**config.mk**
```make
export PLATFORM = sky130hd
export DESIGN_NAME = multicycle_control_unit
export DESIGN_NICKNAME = d
export VERILOG_FILES = /design/src/rtl/arm_ctrl_pkg.sv /design/src/rtl/cond_check.sv /design/src/rtl/multicycle_control_unit.sv
export SDC_FILE = /design/constraint.sdc
export NUM_CORES = 1
export LEC_CHECK = 0
export ABC_AREA = 1
export BUFFER_PORTS_ARGS = -buffer_cell sky130_fd_sc_hd__buf_4
export CAP_MARGIN = 25
export CORE_MARGIN = 10
export CORE_UTILIZATION = 44
export DETAILED_ROUTE_END_ITERATION = 6
export MAX_ROUTING_LAYER = met4
export PLACE_DENSITY_LB_ADDON = 0.2
export SLEW_MARGIN = 20
export SYNTH_ARGS = -nofsm -noshare
export SYNTH_HDL_FRONTEND = slang
export SYNTH_SLANG_ARGS = --single-unit
```
**constraint.sdc**
```tcl
create_clock -name clk -period 1.3 [get_ports clk]
set_input_delay 0.13 -clock clk [delete_from_list [all_inputs] [get_ports clk]]
set_output_delay 0.13 -clock clk [all_outputs]
set_load 0.03 [all_outputs]
```
**src/rtl/arm_ctrl_pkg.sv**
```systemverilog
// Shared encodings for the multicycle ARMv4 control unit: FSM states, datapath
// mux selects, ALU operations, instruction classes and condition codes.
package arm_ctrl_pkg;

    typedef enum logic [3:0] {
        S_FETCH,
        S_DECODE,
        S_MEMADR,
        S_MEMRD,
        S_MEMWB,
        S_MEMWR,
        S_EXECR,
        S_EXECI,
        S_ALUWB,
        S_BRANCH
    } state_t;

    localparam logic [1:0] ALU_ADD = 2'b00;
    localparam logic [1:0] ALU_SUB = 2'b01;
    localparam logic [1:0] ALU_AND = 2'b10;
    localparam logic [1:0] ALU_ORR = 2'b11;

    localparam logic [1:0] RES_ALUOUT    = 2'b00;
    localparam logic [1:0] RES_DATA      = 2'b01;
    localparam logic [1:0] RES_ALURESULT = 2'b10;

    localparam logic [1:0] SRCB_RD2    = 2'b00;
    localparam logic [1:0] SRCB_EXTIMM = 2'b01;
    localparam logic [1:0] SRCB_FOUR   = 2'b10;

    localparam logic [1:0] IMM_8  = 2'b00;
    localparam logic [1:0] IMM_12 = 2'b01;
    localparam logic [1:0] IMM_24 = 2'b10;

    localparam logic [1:0] OP_DP  = 2'b00;
    localparam logic [1:0] OP_MEM = 2'b01;
    localparam logic [1:0] OP_BR  = 2'b10;
    localparam logic [1:0] OP_NOP = 2'b11;

    localparam logic [3:0] CMD_AND = 4'b0000;
    localparam logic [3:0] CMD_SUB = 4'b0010;
    localparam logic [3:0] CMD_ADD = 4'b0100;
    localparam logic [3:0] CMD_ORR = 4'b1100;

    localparam logic [3:0] COND_EQ = 4'h0;
    localparam logic [3:0] COND_NE = 4'h1;
    localparam logic [3:0] COND_CS = 4'h2;
    localparam logic [3:0] COND_CC = 4'h3;
    localparam logic [3:0] COND_MI = 4'h4;
    localparam logic [3:0] COND_PL = 4'h5;
    localparam logic [3:0] COND_VS = 4'h6;
    localparam logic [3:0] COND_VC = 4'h7;
    localparam logic [3:0] COND_HI = 4'h8;
    localparam logic [3:0] COND_LS = 4'h9;
    localparam logic [3:0] COND_GE = 4'hA;
    localparam logic [3:0] COND_LT = 4'hB;
    localparam logic [3:0] COND_GT = 4'hC;
    localparam logic [3:0] COND_LE = 4'hD;
    localparam logic [3:0] COND_AL = 4'hE;
    localparam logic [3:0] COND_NV = 4'hF;

endpackage

```
**src/rtl/cond_check.sv**
```systemverilog
// ARM conditional-execution evaluator: decides from the condition field and the
// stored NZCV flags whether the current instruction may commit its effects.
module cond_check
    import arm_ctrl_pkg::*;
(
    input  logic [3:0] cond,
    input  logic [3:0] flags,
    output logic       condex
);

    logic n, z, c, v;

    assign {n, z, c, v} = flags;

    // NOTE: every signal written in always_comb gets a default first, so no path can infer a latch.
    always_comb begin
        condex = 1'b0;
        case (cond)
            COND_EQ: condex = z;
            COND_NE: condex = ~z;
            COND_CS: condex = c;
            COND_CC: condex = ~c;
            COND_MI: condex = n;
            COND_PL: condex = ~n;
            COND_VS: condex = v;
            COND_VC: condex = ~v;
            COND_HI: condex = c & ~z;
            COND_LS: condex = ~c | z;
            COND_GE: condex = (n == v);
            COND_LT: condex = (n != v);
            COND_GT: condex = ~z & (n == v);
            COND_LE: condex = z | (n != v);
            COND_AL: condex = 1'b1;
            COND_NV: condex = 1'b0;
            default: condex = 1'b0;
        endcase
    end

endmodule

```
**src/rtl/multicycle_control_unit.sv**
```systemverilog
// Control FSM for the multicycle ARMv4 core: sequences the shared ALU and the
// unified memory, owns the NZCV flags and gates all writes on the condition.
module multicycle_control_unit
    import arm_ctrl_pkg::*;
(
    input  logic       clk,
    input  logic       reset,
    input  logic [3:0] Cond,
    input  logic [1:0] Op,
    input  logic [5:0] Funct,
    input  logic [3:0] Rd,
    input  logic [3:0] ALUFlags,
    output logic       PCWrite,
    output logic       AdrSrc,
    output logic       MemWrite,
    output logic       IRWrite,
    output logic [1:0] ResultSrc,
    output logic [1:0] ALUControl,
    output logic       ALUSrcA,
    output logic [1:0] ALUSrcB,
    output logic [1:0] ImmSrc,
    output logic [1:0] RegSrc,
    output logic       RegWrite
);

    state_t     state_q;
    logic [3:0] flags_q;
    logic       condex_q;
    logic       condex;

    logic       next_pc;
    logic       reg_w;
    logic       mem_w;
    logic       branch;
    logic       alu_op;
    logic       ir_write;
    logic [1:0] flag_w;
    logic       rd_is_pc;
    logic       pcs;
    logic       in_exec;

    cond_check u_cond_check (
        .cond   (Cond),
        .flags  (flags_q),
        .condex (condex)
    );

    assign in_exec = (state_q == S_EXECR) || (state_q == S_EXECI);

    // NOTE: all state in this block uses non-blocking assignments so every register samples pre-edge values.
    always_ff @(posedge clk) begin
        if (reset) begin
            state_q  <= S_FETCH;
            flags_q  <= 4'b0000;
            condex_q <= 1'b0;
        end else begin
            case (state_q)
                S_FETCH:  state_q <= S_DECODE;
                S_DECODE: begin
                    case (Op)
                        OP_DP:   state_q <= Funct[5] ? S_EXECI : S_EXECR;
                        OP_MEM:  state_q <= S_MEMADR;
                        OP_BR:   state_q <= S_BRANCH;
                        default: state_q <= S_FETCH;
                    endcase
                end
                S_MEMADR: state_q <= Funct[0] ? S_MEMRD : S_MEMWR;
                S_MEMRD:  state_q <= S_MEMWB;
                S_EXECR,
                S_EXECI:  state_q <= S_ALUWB;
                default:  state_q <= S_FETCH;
            endcase

            // The condition is frozen here so flag writes in EXEC cannot change it mid-instruction.
            if (state_q == S_DECODE) begin
                condex_q <= condex;
            end

            if (in_exec && condex_q) begin
                if (flag_w[1]) flags_q[3:2] <= ALUFlags[3:2];
                if (flag_w[0]) flags_q[1:0] <= ALUFlags[1:0];
            end
        end
    end

    always_comb begin
        next_pc   = 1'b0;
        reg_w     = 1'b0;
        mem_w     = 1'b0;
        branch    = 1'b0;
        alu_op    = 1'b0;
        ir_write  = 1'b0;
        AdrSrc    = 1'b0;
        ALUSrcA   = 1'b0;
        ALUSrcB   = SRCB_RD2;
        ResultSrc = RES_ALUOUT;
        case (state_q)
            S_FETCH: begin
                ir_write  = 1'b1;
                next_pc   = 1'b1;
                ALUSrcA   = 1'b1;
                ALUSrcB   = SRCB_FOUR;
                ResultSrc = RES_ALURESULT;
            end
            S_DECODE: begin
                ALUSrcA   = 1'b1;
                ALUSrcB   = SRCB_FOUR;
                ResultSrc = RES_ALURESULT;
            end
            S_MEMADR: ALUSrcB = SRCB_EXTIMM;
            S_MEMRD:  AdrSrc  = 1'b1;
            S_MEMWB: begin
                ResultSrc = RES_DATA;
                reg_w     = 1'b1;
            end
            S_MEMWR: begin
                AdrSrc = 1'b1;
                mem_w  = 1'b1;
            end
            S_EXECR: begin
                ALUSrcB = SRCB_RD2;
                alu_op  = 1'b1;
            end
            S_EXECI: begin
                ALUSrcB = SRCB_EXTIMM;
                alu_op  = 1'b1;
            end
            S_ALUWB: begin
                ResultSrc = RES_ALUOUT;
                reg_w     = 1'b1;
            end
            S_BRANCH: begin
                ALUSrcB   = SRCB_EXTIMM;
                ResultSrc = RES_ALURESULT;
                branch    = 1'b1;
            end
            default: begin
            end
        endcase
    end

    // Unrecognised commands fall back to ADD and never touch the flags.
    always_comb begin
        ALUControl = ALU_ADD;
        flag_w     = 2'b00;
        if (alu_op) begin
            case (Funct[4:1])
                CMD_ADD: begin
                    ALUControl = ALU_ADD;
                    flag_w     = {Funct[0], Funct[0]};
                end
                CMD_SUB: begin
                    ALUControl = ALU_SUB;
                    flag_w     = {Funct[0], Funct[0]};
                end
                CMD_AND: begin
                    ALUControl = ALU_AND;
                    flag_w     = {Funct[0], 1'b0};
                end
                CMD_ORR: begin
                    ALUControl = ALU_ORR;
                    flag_w     = {Funct[0], 1'b0};
                end
                default: begin
                end
            endcase
        end
    end

    always_comb begin
        case (Op)
            OP_DP:   ImmSrc = IMM_8;
            OP_MEM:  ImmSrc = IMM_12;
            OP_BR:   ImmSrc = IMM_24;
            default: ImmSrc = IMM_8;
        endcase
    end

    assign RegSrc = {(Op == OP_MEM) && !Funct[0], (Op == OP_BR)};

    // Writes to R15 are steered to the PC enable, never to the register file.
    assign rd_is_pc = (Rd == 4'hF);
    assign pcs      = (rd_is_pc & reg_w) | branch;

    assign PCWrite  = ~reset & (next_pc | (pcs & condex_q));
    assign IRWrite  = ~reset & ir_write;
    assign RegWrite = ~reset & reg_w & condex_q & ~rd_is_pc;
    assign MemWrite = ~reset & mem_w & condex_q;

endmodule

```
Word-level counts from Yosys, hierarchy flattened
Index checks and enable logic that the tools add are counted.

Register bits after elaboration: 9. Word-level logic and storage cells: 94. Input port bits: 22. Output and inout port bits: 16.

Eq/ne operators: 32. Mux-type cells: 19. Reductions and logical operators: 18. Bitwise operators: 21.

Operator list (count): $eq A4 B4 Y1 const B (12); $eq A4 B3 Y1 const B (9); $eq A4 B2 Y1 const B (5); $pmux W4 S5 (1); $pmux W1 S16 (1); $pmux W2 S2 (4); $logic_not A4 Y1 (3); $pmux W4 S3 (1); $reduce_or A2 Y1 (6); $and A1 B1 Y1 (11); $eq A4 B1 Y1 const B (2); $mux W1 (8); $not A1 Y1 (6); $pmux W2 S3 (1); $reduce_or A3 Y1 (2); $mux W2 (2); $or A1 B1 Y1 (4); $reduce_and A2 Y1 (2); $mux W3 (1); $eq A2 B1 Y1 const B (1); $eq A2 B2 Y1 const B (1); $logic_and A1 B1 Y1 (2); $logic_not A2 Y1 (1); $eq A1 B1 Y1 (1); other kinds (3) (3).

Logic depth before layout (Yosys ltp)
Gate-level depths: netlist of the first run.

Depth after elaboration: 8. Depth in mapped cells: 10. Depth with buffers taken out: 10.

Modules after synthesis
A second synthesis of the first run with hierarchy kept.

Cell total of the unflattened synthesis: 154. Area, all modules: 827.0 um2.

Modules (own cells, without submodules): multicycle_control_unit (cells each 109, area each 621.8 um2, instances 1, sequential area each 180.2 um2); cond_check (cells each 45, area each 205.2 um2, instances 1, sequential area each 0.0 um2).

Worst setup path after synthesis of the first run
Ideal clock, no wire load.

Path type: flip-flop to output port. Start point: register state_q[1]. End point: output port ResultSrc[0]. Arrival: 1.437 ns. Setup slack: -0.267 ns. Cell stages (with the launch flop): 3. Data required time: 1.170 ns. Buffers on the path: 1. Cells stage by stage: dfxtp_1 buf_2 nor4_1.

Word-level cells in the longest chain between the ends: 3. Elaborated cells between the ends (all ways): 6. Those cells by class: eq/ne: 3; mux: 1; reduce/logical: 2.

RTL lines: from (decl) (line multicycle_control_unit.sv:26) `state_t state_q;`; from (signal assigned) (line multicycle_control_unit.sv:61) `OP_DP: state_q <= Funct[5] ? S_EXECI : S_EXECR;`; from (signal assigned) (line multicycle_control_unit.sv:67) `S_MEMADR: state_q <= Funct[0] ? S_MEMRD : S_MEMWR;`; $eq A4 B1 Y1 (tied with other cells) (line multicycle_control_unit.sv:97) `case (state_q)`; $reduce_or A3 Y1 (no line); $pmux W2 S2 * (line multicycle_control_unit.sv:97); to (decl) (line multicycle_control_unit.sv:17) `output logic [1:0] ResultSrc,`.

Every way passes the cells marked *; elsewhere a longest branch is shown, timed or not.

Worst setup path in the final report of the first run
Start point: register state_q[2]. End point: output port PCWrite.

Word-level cells in the longest chain between the ends: 8. Elaborated cells between the ends (all ways): 13. Those cells by class: eq/ne: 3; mux: 3; bitwise: 5; reduce/logical: 2.

RTL lines: $eq A4 B4 Y1 / $eq A4 B3 Y1 (equally long branches) (line multicycle_control_unit.sv:97); $reduce_or A2 Y1 (no line); $mux W1 (line multicycle_control_unit.sv:97); $and A1 B1 Y1 (line multicycle_control_unit.sv:183) `assign pcs = (rd_is_pc & reg_w) | branch;`; $or A1 B1 Y1 (line multicycle_control_unit.sv:183); $and A1 B1 Y1 (line multicycle_control_unit.sv:185) `assign PCWrite = ~reset & (next_pc | (pcs & condex_q));`; $or A1 B1 Y1 * (line multicycle_control_unit.sv:185); $and A1 B1 Y1 * (line multicycle_control_unit.sv:185); to (decl) (line multicycle_control_unit.sv:13) `output logic PCWrite,`.

Marks and branches as above.

==> results of run 1 <==
==> flip-flops by register name, summed over array words and instances (netlist names) <==
register and count:
flags_q 4, condex_q 1, state_q 4
==> cells by family after synthesis <==
family,count (synthesis),share of synthesized area [%]
flip-flops,9,23.45
AO/OA/AOI/OAI,18,13.36
AND/OR/NAND/NOR,89,50.65
buffers and inverters,24,12.54
==> what timing repair did <==
item | 4_1_cts | 5_1_grt
resized for setup | 17 | 11
gates cloned | 0 | 0
setup buffers | 3 | 1
endpoints found under the setup margin | 13 | 21
pin swaps | 2 | 2
endpoints found under the hold margin | 0 | 0
==> area by class of cell <==
cell class | instances | area [µm²]
Inverter | 20 | 77.57
Tap cell | 17 | 21.27
Multi-Input combinational cell | 107 | 550.5
Sequential cell | 9 | 192.7
Timing Repair Buffer | 43 | 322.8
Clock buffer | 4 | 26.28
Fill cell | 162 | 498.0
==> power groups by stage <==
stage | logic [mW] | registers [mW] | clock network [mW]
final | 0.433 | 0.314 | 0.226
after global routing | 0.470 | 0.316 | 0.245
after CTS | 0.412 | 0.313 | 0.231
after detailed placement | 0.376 | 0.313 | 0
after global placement | 0.370 | 0.313 | 0
after floorplan | 0.232 | 0.307 | 0
==> through the flow <==
step / util, % / hold WS (ns)
2_1_floorplan: - / 0.2617
3_3_place_gp: 63.48 / 0.3620
3_5_place_dp: 63.48 / 0.3588
4_1_cts: 68.30 / 0.08013
5_1_grt: 70.52 / 0.09143
6_report: 70.52 / 0.08336
==> cell usage after synthesis, types with 2 or more instances <==
cell,count,area (µm²)
nand2_1,42,157.7
nor2_1,25,93.84
inv_1,18,67.56
nand3_1,12,60.06
dfxtp_1,9,180.2
a21oi_1,6,30.03
o21ai_0,6,30.03
buf_2,2,10.01
nand2_2,2,12.51
nand3b_1,2,15.01
nor3_1,2,10.01
==> routing by layer <==
metal  track usage [%]  routed length [µm]  part of all wire, %  up-vias
li1                  -                   -                    -      534
met1             12.54                 967                   36      467
met2             29.14                1596                   59       23
met3             4.878                 105                  3.9        2
met4             4.777                  17                 0.63        0
met5                 -                   0                    0        -
==> worst min-delay path by stage <==
stage                           start                 endpoint  cells past startpoint
final                     ALUFlags[2]  flags_q[2]$_SDFFE_PP0P_                      3
after global routing      ALUFlags[0]  flags_q[0]$_SDFFE_PP0P_                      3
after CTS                 ALUFlags[2]  flags_q[2]$_SDFFE_PP0P_                      3
after detailed placement  ALUFlags[2]  flags_q[2]$_SDFFE_PP0P_                      3
after global placement    ALUFlags[3]  flags_q[3]$_SDFFE_PP0P_                      3
after floorplan           ALUFlags[2]  flags_q[2]$_SDFFE_PP0P_                      2
==> critical path: stages, from the launching register on <==
cell     delay (ns)
dfxtp_4        0.38
inv_4          0.04
nor2_4         0.11
o21ai_2        0.09
o21ai_1        0.13
nand2_1        0.07
o21ai_1        0.07
buf_4          0.18
==> impl_metrics.py, run 1 <==
metrics = {
    "run_status": {
        "status": "complete, but fails checks",
        "violations": "setup timing",
    },
    "layout": {
        "drive_above_1_share_pct": 39.34,
        "layoutNonFillerInstCount": 200,
        "final_area_um2": 1191,
        "nNetsFinal": 206,
        "layout_commonest_cell": "buf_4",
        "area_growth_pct": 55.05,
        "diodes": 0,
        "layout_common_cells": "buf_4, nand2_1, nor2_1",
    },
    "grt": {
        "grt.total_usage_pct": 14.72,
        "grt_first_pass_wirelength_um": 4140,
        "antenna_found_initial": 0,
        "grt_overflow_total": 0,
        "first_global_vias": 1048,
        "grt_start_max_net_pins": 10,
    },
    "sta": {
        "timing.fmax_mhz": 679.4,
        "rsz0062_at_grt": "true",
        "finalSetupViolations": 16,
        "tns_ns": -1.278,
        "finalHoldViolations": 0,
        "worst_pin_slew_ns": 0.2171,
        "relSlewSlack_pct": 85.40,
        "drv_slew": 0,
        "fin_skew_ns": 0.003090,
        "fin_crit_sh_pct": 113.2,
        "min_period_ns": 1.472,
        "worst_slack_ns": -0.1718,
    },
    "power": {
        "p_per_area_nw_per_um2": 817.4,
        "sw_frac_of_total_pct": 39.07,
        "power.switching_mw": 0.3804,
        "vdd_drop_max_mv": 0.6504,
        "pwr-share-comb_pct": 44.5,
        "p_int_mw": 0.5932,
        "p_clk_share_pct": 23.2,
        "leakagePower_nw": 0.6286,
        "power.total_mw": 0.9736,
        "power_frac_seq_pct": 32.3,
    },
    "clock_tree": {
        "cts.clk_slew.worst_paths_ns": 0.07,
        "clockBufferDepth": 2,
        "insertion_delay_ns": 0.27,
        "ctsHoldBuffers": 0,
        "htree_levels": 1,
        "cts_tree": "yes",
        "clock_sinks": 9,
        "cts_buffers": 3,
        "clock-root-buffer": "clkbuf_4",
    },
    "placement": {
        "io_buffer_count": 37,
        "globalplace.congestion": 0.8547,
        "dp.cells": 192,
        "dp_hpwl_um": 2031,
        "pre_cts_slack_ns": 0.005337,
        "placed_area_um2": 1072,
    },
    "detailed_routing": {
        "finalWirelength_um": 2686,
        "vias_per_cell": 5.130,
        "drt-initial-drc-count": 26,
        "postRouteAntennaNets": 0,
        "dr.pass1.iters": 4,
        "num_vias": 1026,
        "wl_per_cell_um": 13.43,
        "drc": 0,
    },
    "worst_setup_path": {
        "crit_path_end_kind": "output pin",
        "path_class": "flop to output pin",
        "worstPathArrival_ns": 1.34,
        "cp_max_fo": 3,
        "reg2reg_slack_ns": -0.06,
        "startpoint_type": "flop",
        "cp.required_ns": 1.17,
        "r2r_start": "state_q[0]$_SDFF_PP0_",
        "cp-endpoint": "PCWrite",
        "crit_path_start": "state_q[2]$_SDFF_PP0_",
        "r2r-end": "state_q[2]$_SDFF_PP0_",
        "reg2regPathDepth": 9,
    },
    "die": {
        "die_w_um": 61.79,
        "io_pins": 38,
        "std_cell_rows": 15,
        "coreArea_um2": 1689,
        "start_util_pct": 45.48,
        "fp.dieH_um": 61.79,
        "die_area_um2": 3817,
    },
    "job": {
        "maxCapViolCount": 0,
    },
    "synth": {
        "netlist_instances": 140,
        "syn-cell-area_um2": 768.2,
        "postSynth.asyncResetShare_pct": 0,
        "syn_avg_cell_area_um2": 5.487,
        "syn_nets": 162,
        "synth-edff-count": 0,
        "seq_area_frac_synth_pct": 23.45,
        "synth_ff_type": "dfxtp_1",
        "synth-seq-cells": 9,
        "synth.distinct_cells": 25,
        "synth.yosys.warnings": 0,
    },
    "worst_hold_path": {
        "worstHoldPathType": "input port to flop",
    },
}
No activity file was read; power rests on OpenSTA's default activity.
==> run 2: changes to the inputs <==
==> constraint.sdc (replaced) <==
create_clock -name clk -period 1.3 [get_ports clk]
set_input_delay 0.13 -clock clk [delete_from_list [all_inputs] [get_ports clk]]
set_output_delay 0.13 -clock clk [all_outputs]
set_load 0.02 [all_outputs]
==> run 2 against run 1 <==
Compared with the run above: the flow still finishes with violations (setup timing); design area grew 2.8%; utilization increased by 2.0 points; cell count grew 0.50%; routed wire length increased by 7.7%; sequential share of layout area fell by 0.24 points; fmax is 1.1% higher; sequential cell count is the same; hold slack better by 0.0044 ns; first-iteration DRC count up 27%; via count is 3.4% higher; non-clock buffer count rose by 1; clock skew is 0.0019 ns higher; critical endpoint unchanged; largest cell class unchanged; largest power group unchanged.
==> impl_metrics.py, run 2 (same netlist as run 1, synthesis figures left out) <==
metrics = {
    "layout": {
        "drive_above_1_share_pct": 41.30,
        "area_growth_pct": 59.45,
        "fillCellCount": 139,
        "diodes": 0,
        "layout_commonest_cell": "buf_4",
        "reg.largest.list": "flags_q: 4 flops, state_q: 4 flops, condex_q: 1 flops",
        "nNetsFinal": 207,
        "layout_common_cells": "buf_4, nand2_1, nor2_1",
        "fin_util_pct": 72.52,
    },
    "clock_tree": {
        "htree_levels": 1,
        "cts.clk_slew.worst_paths_ns": 0.06,
        "cts_buffers": 3,
        "ctsHoldBuffers": 0,
        "cts_tree": "yes",
        "insertion_delay_ns": 0.27,
        "clock-root-buffer": "clkbuf_4",
        "clock_sinks": 9,
        "clockBufferDepth": 2,
    },
    "worst_setup_path": {
        "worstPathArrival_ns": 1.33,
        "startpoint_type": "flop",
        "crit_path_end_kind": "output pin",
        "cp_max_fo": 3,
        "cp.required_ns": 1.17,
        "path_class": "flop to output pin",
    },
    "sta": {
        "worst_slack_ns": -0.1556,
        "timing.fmax_mhz": 687.0,
        "drv_slew": 0,
        "finalHoldViolations": 0,
        "finalSetupViolations": 11,
        "min_period_ns": 1.456,
        "fin_skew_ns": 0.005003,
        "rsz0062_at_grt": "true",
        "relSlewSlack_pct": 78.68,
        "fin_crit_sh_pct": 112.0,
        "worst_pin_slew_ns": 0.3169,
    },
    "detailed_routing": {
        "wl_per_cell_um": 14.40,
        "vias_per_cell": 5.279,
        "drt-initial-drc-count": 33,
        "finalWirelength_um": 2894,
        "drc": 0,
        "num_vias": 1061,
        "dr.pass1.iters": 4,
        "postRouteAntennaNets": 0,
    },
    "die": {
        "io_pins": 38,
        "start_util_pct": 45.48,
        "fp.dieH_um": 61.79,
        "std_cell_rows": 15,
        "die_w_um": 61.79,
        "coreArea_um2": 1689,
        "die_area_um2": 3817,
    },
    "power": {
        "p_per_area_nw_per_um2": 805.2,
        "vdd_drop_max_mv": 0.5588,
        "leakagePower_nw": 0.6245,
    },
    "placement": {
        "dp_hpwl_um": 2115,
        "io_buffer_count": 37,
        "globalplace.congestion": 0.8735,
        "pre_cts_slack_ns": 0.001635,
    },
    "grt": {
        "antenna_found_initial": 0,
        "grt_start_max_net_pins": 10,
        "grt.total_usage_pct": 14.42,
        "grt_overflow_total": 0,
        "grt_first_pass_wirelength_um": 4146,
        "first_global_vias": 1051,
    },
    "worst_hold_path": {
        "worstHoldPathType": "input port to flop",
    },
    "run_status": {
        "violations": "setup timing",
        "status": "complete, but fails checks",
    },
    "job": {
        "maxCapViolCount": 0,
    },
}
==> run 2: cell count changes in the layout (fill, tap and decap cells not counted), sizes merged <==
| cell | change |
|---|---|
| buf | +1 |
==> run 2: metrics by stage <==
step | cells | power (mW) | setup TNS, ns | cell area [µm²] | hold slack [ns]
floorplan | 140 | 0.5054 | 0 | 768.2 | 0.2617
global placement | 193 | 0.6586 | 0 | 1069 | 0.3584
detailed placement | 193 | 0.6676 | 0 | 1069 | 0.3616
CTS | 198 | 0.9156 | -0.5502 | 1141 | 0.09283
global route | 201 | 1.035 | -1.807 | 1225 | 0.1001
finish | 201 | 0.9863 | -0.9494 | 1225 | 0.08777
==> run 2: critical path: stages (launching register included) <==
cell	delay (ns)
dfxtp_4	0.38
inv_4	0.04
nor2_4	0.12
o21ai_2	0.08
o21ai_1	0.13
nand2_1	0.07
o21ai_1	0.08
buf_4	0.16
==> run 2: metal layers <==
metal  vias to the layer above  part of all wire, %  track usage (%)
li1                        542                    -                -
met1                       473                   37            14.39
met2                        36                   54            24.74
met3                        10                  5.8            4.268
met4                         0                  2.8            7.962
met5                         -                    0                -
==> run 2: worst paths after layout <==
path / startpoint / end / slack (ns) / depth (start not counted)
max reg2reg: state_q[2]$_SDFF_PP0_ / flags_q[2]$_SDFFE_PP0P_ / 0.01 / 7
min: ALUFlags[3] / flags_q[3]$_SDFFE_PP0P_ / 0.09 / 3
min reg2reg: flags_q[1]$_SDFFE_PP0P_ / flags_q[1]$_SDFFE_PP0P_ / 0.48 / 2
max: state_q[2]$_SDFF_PP0_ / PCWrite / -0.16 / 7
==> run 2: final cells by class <==
type | instances | area (µm²) | area share (%)
clock buffers | 4 | 26.28 | 2.145
inverters | 20 | 77.57 | 6.333
multi-input cells | 107 | 563.0 | 45.97
flip-flops and latches | 9 | 195.2 | 15.93
well taps | 17 | 21.27 | 1.736
repair buffers | 44 | 341.6 | 27.89
==> run 2: where the power goes <==
part           switching [mW]  internal, mW
combinational           0.249         0.196
sequential             0.0263         0.293
clock                   0.103         0.119
total                   0.378         0.608
==> run 2: repair_timing <==
item	CTS	global route
pin swaps	4	9
setup endpoints to repair	12	18
gates resized for setup	19	21
setup buffers	1	3
